[config.mk]
export PLATFORM = sky130hd
export DESIGN_NAME = mem_arbiter_flat
export DESIGN_NICKNAME = d
export VERILOG_FILES = /design/src/rtl/mem_arbiter_if.sv /design/src/rtl/mem_arbiter.sv /design/src/flat_wrapper.sv
export SDC_FILE = /design/constraint.sdc
export NUM_CORES = 1
export LEC_CHECK = 0
export ABC_AREA = 0
export ABC_CLOCK_PERIOD_IN_PS = 1970
export BUFFER_PORTS_ARGS = -buffer_cell sky130_fd_sc_hd__buf_2
export CAP_MARGIN = 20
export CELL_PAD_IN_SITES_DETAIL_PLACEMENT = 1
export CELL_PAD_IN_SITES_GLOBAL_PLACEMENT = 1
export CORE_ASPECT_RATIO = 0.5
export CORE_MARGIN = 2
export CORE_UTILIZATION = 29
export CTS_CLUSTER_DIAMETER = 50
export DETAILED_ROUTE_END_ITERATION = 7
export PLACE_DENSITY = 0.78
export SETUP_SLACK_MARGIN = 0.02
export SLEW_MARGIN = 0
export SYNTH_ARGS = -nofsm -noshare
export SYNTH_HDL_FRONTEND = slang
export SYNTH_SLANG_ARGS = --single-unit
export TNS_END_PERCENT = 5
[constraint.sdc]
create_clock -name clk -period 1.97 [get_ports clk]
set_input_delay 0.2955 -clock clk [delete_from_list [all_inputs] [get_ports clk]]
set_output_delay 0.2955 -clock clk [all_outputs]
set_load 0.02 [all_outputs]
[src/rtl/mem_arbiter_if.sv]
// Bus bundle between the requesters (fetch, load/store, loader), the arbiter
// and the single-port memory macro. The arbiter side uses the slave modport;
// the requester/memory side uses the master modport.
interface mem_arbiter_if #(
  parameter int ADDR_W = 32,
  parameter int DATA_W = 32,
  parameter int MASK_W = 16
);
  logic              if_req;
  logic [ADDR_W-1:0] if_addr;
  logic [DATA_W-1:0] if_rdata;
  logic              if_ack;

  logic              d_req;
  logic              d_we;
  logic [ADDR_W-1:0] d_addr;
  logic [DATA_W-1:0] d_wdata;
  logic [MASK_W-1:0] d_mask;
  logic [DATA_W-1:0] d_rdata;
  logic              d_ack;

  logic              ld_req;
  logic [ADDR_W-1:0] ld_addr;
  logic [DATA_W-1:0] ld_wdata;
  logic [MASK_W-1:0] ld_mask;
  logic              ld_ack;

  logic              m_en;
  logic              m_we;
  logic [ADDR_W-1:0] m_addr;
  logic [DATA_W-1:0] m_wdata;
  logic [MASK_W-1:0] m_mask;
  logic [DATA_W-1:0] m_rdata;

  logic              cpu_stall;

  modport slave (
    input  if_req, if_addr, d_req, d_we, d_addr, d_wdata, d_mask,
    input  ld_req, ld_addr, ld_wdata, ld_mask, m_rdata,
    output if_rdata, if_ack, d_rdata, d_ack, ld_ack,
    output m_en, m_we, m_addr, m_wdata, m_mask, cpu_stall
  );

  modport master (
    output if_req, if_addr, d_req, d_we, d_addr, d_wdata, d_mask,
    output ld_req, ld_addr, ld_wdata, ld_mask, m_rdata,
    input  if_rdata, if_ack, d_rdata, d_ack, ld_ack,
    input  m_en, m_we, m_addr, m_wdata, m_mask, cpu_stall
  );
endinterface

[src/rtl/mem_arbiter.sv]
// Arbiter sharing one single-port synchronous RAM between CPU fetch, CPU
// load/store and the program loader.
//
//   state   | meaning
//   --------+--------------------------------------------------------
//   IDLE    | arbitrate; writes complete here at 1/cycle
//   RD_WAIT | read command issued last cycle; ack owner next cycle
//
// The loader is a write streamer that presents its next beat in its ack
// cycle, so it is not excluded while acked; the CPU ports are, since a
// single-cycle core still shows the old request during its ack cycle.
module mem_arbiter #(
  parameter int ADDR_W       = 32,
  parameter int DATA_W       = 32,
  parameter int MASK_W       = 16,
  parameter int LD_BURST_MAX = 8
) (
  input  logic          clk,
  input  logic          reset,
  mem_arbiter_if.slave  bus
);
  localparam int CNT_W = $clog2(LD_BURST_MAX + 1);
  localparam logic [CNT_W-1:0] LD_MAX = CNT_W'(LD_BURST_MAX);

  typedef enum logic {IDLE, RD_WAIT} state_t;

  state_t            state_q, state_d;
  logic              own_data_q, own_data_d;   // 1: data port owns the read
  logic              rr_q, rr_d;               // 1: fetch favoured
  logic [CNT_W-1:0]  ld_cnt_q, ld_cnt_d;
  logic              m_en_q, m_en_d;
  logic              m_we_q, m_we_d;
  logic [ADDR_W-1:0] m_addr_q, m_addr_d;
  logic [DATA_W-1:0] m_wdata_q, m_wdata_d;
  logic [MASK_W-1:0] m_mask_q, m_mask_d;
  logic              if_ack_q, if_ack_d;
  logic              d_ack_q, d_ack_d;
  logic              ld_ack_q, ld_ack_d;

  logic if_elig, d_elig, ld_elig, cpu_elig, ld_wins, pick_data;

  assign if_elig  = bus.if_req & ~if_ack_q;
  assign d_elig   = bus.d_req & ~d_ack_q;
  assign ld_elig  = bus.ld_req;
  assign cpu_elig = if_elig | d_elig;
  assign ld_wins  = ld_elig & ((ld_cnt_q < LD_MAX) | ~cpu_elig);
  assign pick_data = d_elig & (~if_elig | ~rr_q);

  // Next-state, arbitration and memory command decode.
  always_comb begin
    state_d    = state_q;
    own_data_d = own_data_q;
    rr_d       = rr_q;
    ld_cnt_d   = cpu_elig ? ld_cnt_q : '0;
    m_en_d     = 1'b0;
    m_we_d     = 1'b0;
    m_addr_d   = m_addr_q;
    m_wdata_d  = m_wdata_q;
    m_mask_d   = m_mask_q;
    if_ack_d   = 1'b0;
    d_ack_d    = 1'b0;
    ld_ack_d   = 1'b0;
    case (state_q)
      IDLE: begin
        if (ld_wins) begin
          m_en_d    = 1'b1;
          m_we_d    = 1'b1;
          m_addr_d  = bus.ld_addr;
          m_wdata_d = bus.ld_wdata;
          m_mask_d  = bus.ld_mask;
          ld_ack_d  = 1'b1;
          // ld_wins with a CPU waiting implies ld_cnt_q < LD_MAX.
          if (cpu_elig) ld_cnt_d = ld_cnt_q + 1'b1;
        end else if (cpu_elig) begin
          ld_cnt_d = '0;
          rr_d     = pick_data;
          m_en_d   = 1'b1;
          if (pick_data) begin
            m_we_d    = bus.d_we;
            m_addr_d  = bus.d_addr;
            m_wdata_d = bus.d_wdata;
            m_mask_d  = bus.d_mask;
            if (bus.d_we) begin
              d_ack_d = 1'b1;
            end else begin
              state_d    = RD_WAIT;
              own_data_d = 1'b1;
            end
          end else begin
            m_addr_d   = bus.if_addr;
            state_d    = RD_WAIT;
            own_data_d = 1'b0;
          end
        end
      end
      RD_WAIT: begin
        state_d  = IDLE;
        d_ack_d  = own_data_q;
        if_ack_d = ~own_data_q;
      end
      default: state_d = IDLE;
    endcase
  end

  // State and registered memory command / acks.
  always_ff @(posedge clk) begin
    if (reset) begin
      state_q    <= IDLE;
      own_data_q <= 1'b0;
      rr_q       <= 1'b0;
      ld_cnt_q   <= '0;
      m_en_q     <= 1'b0;
      m_we_q     <= 1'b0;
      m_addr_q   <= '0;
      m_wdata_q  <= '0;
      m_mask_q   <= '0;
      if_ack_q   <= 1'b0;
      d_ack_q    <= 1'b0;
      ld_ack_q   <= 1'b0;
    end else begin
      state_q    <= state_d;
      own_data_q <= own_data_d;
      rr_q       <= rr_d;
      ld_cnt_q   <= ld_cnt_d;
      m_en_q     <= m_en_d;
      m_we_q     <= m_we_d;
      m_addr_q   <= m_addr_d;
      m_wdata_q  <= m_wdata_d;
      m_mask_q   <= m_mask_d;
      if_ack_q   <= if_ack_d;
      d_ack_q    <= d_ack_d;
      ld_ack_q   <= ld_ack_d;
    end
  end

  assign bus.m_en      = m_en_q;
  assign bus.m_we      = m_we_q;
  assign bus.m_addr    = m_addr_q;
  assign bus.m_wdata   = m_wdata_q;
  assign bus.m_mask    = m_mask_q;
  assign bus.if_ack    = if_ack_q;
  assign bus.d_ack     = d_ack_q;
  assign bus.ld_ack    = ld_ack_q;
  assign bus.if_rdata  = bus.m_rdata;
  assign bus.d_rdata   = bus.m_rdata;
  assign bus.cpu_stall = (bus.if_req & ~if_ack_q) | (bus.d_req & ~d_ack_q);
endmodule

[src/flat_wrapper.sv]
// flat-port wrapper written by rule: the top's interface ports become plain ports
module mem_arbiter_flat 
#(
  parameter int ADDR_W       = 32,
  parameter int DATA_W       = 32,
  parameter int MASK_W       = 16,
  parameter int LD_BURST_MAX = 8
)
  (clk, reset, bus_if_req, bus_if_addr, bus_d_req, bus_d_we, bus_d_addr, bus_d_wdata, bus_d_mask, bus_ld_req, bus_ld_addr, bus_ld_wdata, bus_ld_mask, bus_m_rdata, bus_if_rdata, bus_if_ack, bus_d_rdata, bus_d_ack, bus_ld_ack, bus_m_en, bus_m_we, bus_m_addr, bus_m_wdata, bus_m_mask, bus_cpu_stall);
  mem_arbiter_if #(.ADDR_W(ADDR_W), .DATA_W(DATA_W), .MASK_W(MASK_W)) bus_i ();
  input  logic clk;
  input  logic reset;
  input wire logic [$bits(bus_i.if_req)-1:0] bus_if_req;
  input wire logic [$bits(bus_i.if_addr)-1:0] bus_if_addr;
  input wire logic [$bits(bus_i.d_req)-1:0] bus_d_req;
  input wire logic [$bits(bus_i.d_we)-1:0] bus_d_we;
  input wire logic [$bits(bus_i.d_addr)-1:0] bus_d_addr;
  input wire logic [$bits(bus_i.d_wdata)-1:0] bus_d_wdata;
  input wire logic [$bits(bus_i.d_mask)-1:0] bus_d_mask;
  input wire logic [$bits(bus_i.ld_req)-1:0] bus_ld_req;
  input wire logic [$bits(bus_i.ld_addr)-1:0] bus_ld_addr;
  input wire logic [$bits(bus_i.ld_wdata)-1:0] bus_ld_wdata;
  input wire logic [$bits(bus_i.ld_mask)-1:0] bus_ld_mask;
  input wire logic [$bits(bus_i.m_rdata)-1:0] bus_m_rdata;
  output wire logic [$bits(bus_i.if_rdata)-1:0] bus_if_rdata;
  output wire logic [$bits(bus_i.if_ack)-1:0] bus_if_ack;
  output wire logic [$bits(bus_i.d_rdata)-1:0] bus_d_rdata;
  output wire logic [$bits(bus_i.d_ack)-1:0] bus_d_ack;
  output wire logic [$bits(bus_i.ld_ack)-1:0] bus_ld_ack;
  output wire logic [$bits(bus_i.m_en)-1:0] bus_m_en;
  output wire logic [$bits(bus_i.m_we)-1:0] bus_m_we;
  output wire logic [$bits(bus_i.m_addr)-1:0] bus_m_addr;
  output wire logic [$bits(bus_i.m_wdata)-1:0] bus_m_wdata;
  output wire logic [$bits(bus_i.m_mask)-1:0] bus_m_mask;
  output wire logic [$bits(bus_i.cpu_stall)-1:0] bus_cpu_stall;
  assign bus_i.if_req = bus_if_req;
  assign bus_i.if_addr = bus_if_addr;
  assign bus_i.d_req = bus_d_req;
  assign bus_i.d_we = bus_d_we;
  assign bus_i.d_addr = bus_d_addr;
  assign bus_i.d_wdata = bus_d_wdata;
  assign bus_i.d_mask = bus_d_mask;
  assign bus_i.ld_req = bus_ld_req;
  assign bus_i.ld_addr = bus_ld_addr;
  assign bus_i.ld_wdata = bus_ld_wdata;
  assign bus_i.ld_mask = bus_ld_mask;
  assign bus_i.m_rdata = bus_m_rdata;
  assign bus_if_rdata = bus_i.if_rdata;
  assign bus_if_ack = bus_i.if_ack;
  assign bus_d_rdata = bus_i.d_rdata;
  assign bus_d_ack = bus_i.d_ack;
  assign bus_ld_ack = bus_i.ld_ack;
  assign bus_m_en = bus_i.m_en;
  assign bus_m_we = bus_i.m_we;
  assign bus_m_addr = bus_i.m_addr;
  assign bus_m_wdata = bus_i.m_wdata;
  assign bus_m_mask = bus_i.m_mask;
  assign bus_cpu_stall = bus_i.cpu_stall;
  mem_arbiter #(.ADDR_W(ADDR_W), .DATA_W(DATA_W), .MASK_W(MASK_W), .LD_BURST_MAX(LD_BURST_MAX)) u_core (.clk(clk), .reset(reset), .bus(bus_i));
endmodule
# After elaboration in Yosys (flattened, before gate mapping)
# Index checks and enable logic that the tools add are counted.
[classes]
add_sub_neg = 1
order_cmp = 1
n_eq_ne = 1
muxes = 32
n_bitwise = 15
n_reduce_logical = 8
[op_table]
columns = ["op", "count"]
rows = [
  ["32-bit two-way mux", 6],
  ["16-bit two-way mux", 3],
  ["4-bit two-way mux", 5],
  ["1-bit two-way mux", 16],
  ["1-bit NOT", 8],
  ["3-bit AND reduction", 2],
  ["4-bit by 1-bit adder with 4-bit output (second input constant)", 1],
  ["1-bit AND", 4],
  ["4-bit less-than comparator (second input constant)", 1],
  ["1-bit case mux with 2 select lines", 2],
  ["4-bit AND reduction", 1],
  ["2-bit nonzero test", 2],
  ["2-bit OR reduction", 2],
  ["1-bit OR", 3],
  ["2-bit != test (second input constant)", 1],
  ["2-bit AND reduction", 1],
]
[word_totals]
regBits = 92
in_bits = 230
output_inout_bits = 150
wordCells = 70

# Depth between registers and ports, before layout
[depth]
word_depth = 9
ltp_mapped = 7

# Least setup slack after synthesis
# No wires, ideal clock.
[synth_timing]
path_kind = "register -> register"
startpoint = "register u_core.d_ack_q, in the netlist u_core.bus.d_ack"
endpoint = "register u_core.m_mask_q[12], in the netlist u_core.bus.m_mask[12]"
setup_ps = 112
t_arrival_ps = 1509
t_required_ps = 1858
path_slack_ps = 349
stages_incl_launch_ff = 6
n_path_buf = 1
synth_period_minus_slack_ps = 1621
cell_sequence = "dfxtp_1 nand2b_1 a21oi_2 clkbuf_1 nor4b_1 a2111oi_1"
[synth_between]
elab_chain_len = 8
elab_cells_between_ends = 11
[synth_rtl]
columns = ["item", "line", "rtl"]
rows = [
  ["from (decl)", "mem_arbiter.sv:37", "logic d_ack_q, d_ack_d;"],
  ["from (signal assigned)", "mem_arbiter.sv:131", "d_ack_q <= d_ack_d;"],
  ["1-bit NOT (*)", "mem_arbiter.sv:43", "assign d_elig = bus.d_req & ~d_ack_q;"],
  ["1-bit AND (*)", "mem_arbiter.sv:43", ""],
  ["1-bit OR", "mem_arbiter.sv:45", "assign cpu_elig = if_elig | d_elig;"],
  ["1-bit NOT", "mem_arbiter.sv:46", "assign ld_wins = ld_elig & ((ld_cnt_q < LD_MAX) | ~cpu_elig);"],
  ["1-bit OR", "mem_arbiter.sv:46", ""],
  ["1-bit AND", "mem_arbiter.sv:46", ""],
  ["2-bit nonzero test (no line)", "-", ""],
  ["3-bit AND reduction (no line)", "-", ""],
  ["to (signal assigned)", "mem_arbiter.sv:129", "m_mask_q <= m_mask_d;"],
  ["to (decl)", "mem_arbiter.sv:35", "logic [MASK_W-1:0] m_mask_q, m_mask_d;"],
]
# Mark *: on every way between the ends. The rest lies on a longest branch, timed or not.
# A chain may end at the register's enable or synchronous reset.

# Final worst setup path
[layout_timing]
startpoint = "register u_core.if_ack_q, in the netlist u_core.bus.if_ack"
endpoint = "register u_core.m_wdata_q[12], in the netlist u_core.bus.m_wdata[12]"
[layout_between]
elab_chain_len = 8
elab_cells_between_ends = 13
[layout_rtl]
columns = ["item", "line", "rtl"]
rows = [
  ["from (decl)", "mem_arbiter.sv:36", "logic if_ack_q, if_ack_d;"],
  ["from (signal assigned)", "mem_arbiter.sv:130", "if_ack_q <= if_ack_d;"],
  ["1-bit NOT (*)", "mem_arbiter.sv:42", "assign if_elig = bus.if_req & ~if_ack_q;"],
  ["1-bit AND (*)", "mem_arbiter.sv:42", ""],
  ["1-bit OR", "mem_arbiter.sv:45", ""],
  ["1-bit NOT", "mem_arbiter.sv:46", ""],
  ["1-bit OR", "mem_arbiter.sv:46", ""],
  ["1-bit AND", "mem_arbiter.sv:46", ""],
  ["2-bit nonzero test (no line)", "-", ""],
  ["3-bit AND reduction (no line)", "-", ""],
  ["to (signal assigned)", "mem_arbiter.sv:128", "m_wdata_q <= m_wdata_d;"],
  ["to (decl)", "mem_arbiter.sv:34", "logic [DATA_W-1:0] m_wdata_q, m_wdata_d;"],
]
# Marked as above.

==> impl_metrics.csv <==
group,metric,value,unit
status,status,"finished, final reports clean",
power,p_leak,3.07,nW
sta,period_minus_slack,1.78,ns
sta,worst_pin_slew,0.603,ns
sta,slew_viol_final,0,
clock_network,cts_sinks,92,
die,num_io_pins,380,
worst_setup_path,slowest_stage,"a2111oi_0",
worst_setup_path,cp-end-kind,"flop",
die,num_rows,35,
finish,area_growth,29.2,%
sta,clock.fmax,561,MHz
worst_setup_path,critPathMaxFanout,48,
worst_setup_path,slowest_delay,0.43,ns
sta,finalCritPeriodShare,90.5,%
yosys,synth_nets,867,
grt,antenna_found_initial,0,
finish,layout-drive-gt1-share,40.2,%
worst_setup_path,critPathLaunchType,"flop",
detailed_routing,drtAntennaViolNets,0,
power,p_total,5.33,mW
grt,grt_pass1_wl,32000,um
detailed_routing,dr.pass1.iters,4,
yosys,synth_ff_type,"dfxtp_1",
finish,fin_cells,1077,
finish,antenna_cells,0,
finish,nets,1045,
detailed_routing,viasPerCell,5.34,
clock_network,insertion_delay,0.34,ns
worst_setup_path,cp.arrival,1.99,ns
yosys,post_synth_fa_ha_maj_area_fraction,0.229,%
clock_network,cts-root-buf,"clkbuf_16",
worst_setup_path,critPathKind,"reg -> reg",
die,core_area,18400,um^2
yosys,synth-compound-area-share,26.4,%
yosys,syn-cell-area,5470,um^2
clock_network,cts_tree,"yes",
yosys,syn_avg_cell_area,8.60,um^2
yosys,synth_top_family_by_area,"compound AO/OA/AOI/OAI gates",
clock_network,cts_buffer_depth,2,
detailed_routing,post-route-drc-count,0,
power,peakVddDrop,0.401,mV
worst_setup_path,path_buf_inv,1,
yosys,ys_types,32,
grt,grt_pass1_vias,6148,
clock_network,clk_transition_reported_paths,0.07,ns
worst_hold_path,holdCritPathClass,"in -> reg",
grt,grt_overflow_total,0,
yosys,synth_xor_area_share,0,%
die,chipWidth,198,um
placed_design,place_congestion,0.802,
sta,setup_tns,0,ns
yosys,syn_inst,636,
clock_network,h-tree-depth,3,
yosys,ys_warn_count,0,
worst_setup_path,crit_chain,"nand2b_1 > a21oi_4 > buf_12 > nor4b_1 > a2111oi_0",
grt,grt_max_degree,67,
grt,grt_usage,20.1,%
die,die_area,20000,um^2
power,power.density,754,nW/um^2
sta,finalSetupViolCount,0,
yosys,synth_seq_cells,92,
placed_design,hpwlAfterDp,14900,um
clock_network,cts_setup_buffers,0,
yosys,async_reset_ff_share,0,%
yosys,synth-simple-area-share,18.9,%
yosys,synth_mux_area_share,0.206,%
worst_setup_path,cp_top_family,"compound AO/OA/AOI/OAI gates",
yosys,synth_edf_count,0,
detailed_routing,routedWlPerCell,19.3,um
worst_setup_path,crit_required,2.17,ns
die,start_util,29.7,%
detailed_routing,wl,20800,um
clock_network,cts_buffers,9,
placed_design,dp_cells,1062,
placed_design,port_buffers,283,
detailed_routing,drtIter0Drc,246,
sta,slew_headroom,59.8,%
sta,clock_skew,0.0108,ns
die,die-height,101,um
detailed_routing,vias,5747,
yosys,seq_area_frac_synth,33.7,%
sta,rsz0062_at_grt,"true",
sta,hold_viol,0,
run,maxCapViolations,0,
==> kinds of logic (layout without fill, tap and decap cells) <==
family / Yosys count / after routing
AOI/OAI and AO/OA: 175 / 175
adders and majority gates: 1 / 1
buffers and inverters: 223 / 405
DFF: 92 / 92
muxes: 1 / 1
and+or+nand+nor: 144 / 144
==> registers in the layout (all words and copies together), names as in the netlist <==
name	flops
u_core.ld_cnt_q	4
u_core.bus.m_mask	16
u_core.own_data_q	1
u_core.bus.m_wdata	32
u_core.bus.d_ack	1
u_core.state_q	1
u_core.rr_q	1
u_core.bus.m_en	1
u_core.bus.if_ack	1
u_core.bus.ld_ack	1
u_core.bus.m_we	1
u_core.bus.m_addr	32
==> layout by cell type (no fill, tap or decap) <==
cell        synthesis  routed
mux2_2              1       1
inv_6               0       1
nor4b_1            48      48
nand4_1             1       1
a211o_1             1       1
bufinv_16           0       2
a221oi_1           33      33
a2111oi_1           4       4
a21oi_1             7       6
buf_12              0      11
nor3b_1            33      33
a211oi_1           50      50
o21ai_4             0       1
a2111oi_0          44      44
buf_2              18     282
and3_1             32      32
nand4b_1            2       2
and3b_1             1       1
clkbuf_16           0       9
nor3_1              3       3
dfxtp_1            92      91
nand3b_1            2       2
ha_1                1       1
o21bai_2            0       1
nor2_1              5       5
nand2b_1            4       4
clkinv_2            0       1
nand2_1             7       7
clkinvlp_4          0       2
a31oi_1             1       1
buf_4              70      13
a21oi_4             0       2
nor2b_2             0       2
dfxtp_2             0       1
nand3_1             3       3
or3_1               1       1
o32ai_1            32      32
inv_1              84      84
==> Yosys cell counts, types with 7 or more instances <==
| master | instances | area share [%] |
|---|---|---|
| inv_1 | 84 | 5.8 |
| nand2_1 | 7 | 0.48 |
| a21oi_1 | 7 | 0.64 |
| a221oi_1 | 33 | 5.3 |
| a2111oi_0 | 44 | 7.0 |
| buf_2 | 18 | 1.6 |
| buf_4 | 70 | 9.6 |
| clkbuf_1 | 51 | 3.5 |
| a211oi_1 | 50 | 6.9 |
| o32ai_1 | 32 | 5.1 |
| nor4b_1 | 48 | 7.7 |
| dfxtp_1 | 92 | 34 |
| nor3b_1 | 33 | 4.5 |
| and3_1 | 32 | 3.7 |
==> stage by stage <==
| step | hold WS (ns) | area [um^2] | setup slack, ns | util (%) |
|---|---|---|---|---|
| global placement | 0.441 | 6750 | 0.198 | 36.6 |
| finish | 0.295 | 7060 | 0.186 | 38.3 |
| global route | 0.297 | 7060 | 0.00317 | 38.3 |
| floorplan | 0.422 | 5470 | 0.349 | - |
| CTS | 0.283 | 7060 | 0.158 | 38.3 |
| detailed placement | 0.451 | 6750 | 0.0854 | 36.6 |
==> layout make-up <==
class,instances,area [um^2]
Multi-Input combinational cell,321,2540
Sequential cell,92,1840
Clock buffer,9,225
Inverter,84,315
Fill cell,2221,11400
Timing Repair Buffer,306,1730
Tap cell,259,324
Clock inverter,6,88.8
==> where the power goes <==
group	internal [mW]	switching (mW)
sequential	2.04	0.0997
combinational	0.544	0.752
clock	1.11	0.781
total	3.69	1.63
==> what timing repair did <==
action	CTS	global route
hold buffers	0	0
setup endpoints to repair	0	17
resized for setup	0	1
==> routing by layer <==
metal	vias to the layer above	wire length (um)	global-route usage [%]
met2	228	10800	36.8
met1	2787	8260	22.8
met4	0	421	6.77
met5	-	0	0
li1	2692	-	-
met3	40	1380	5.35
==> tightest hold or removal path: stages <==
cell	delay [ns]
buf_4	0.16
nand3_1	0.07
a21oi_1	0.06
==> worst paths after layout <==
path | to | cells past startpoint | slack [ns] | startpoint
setup / recovery | u_core.bus.m_wdata[12] | 5 | 0.19 | u_core.bus.if_ack
hold / removal | u_core.ld_cnt_q[0] | 3 | 0.30 | bus_ld_req
setup reg to reg | u_core.bus.m_wdata[12] | 5 | 0.19 | u_core.bus.if_ack
hold reg to reg | u_core.bus.m_addr[24] | 2 | 0.46 | u_core.bus.m_addr[24]
Power figures use the tool's default switching activity.
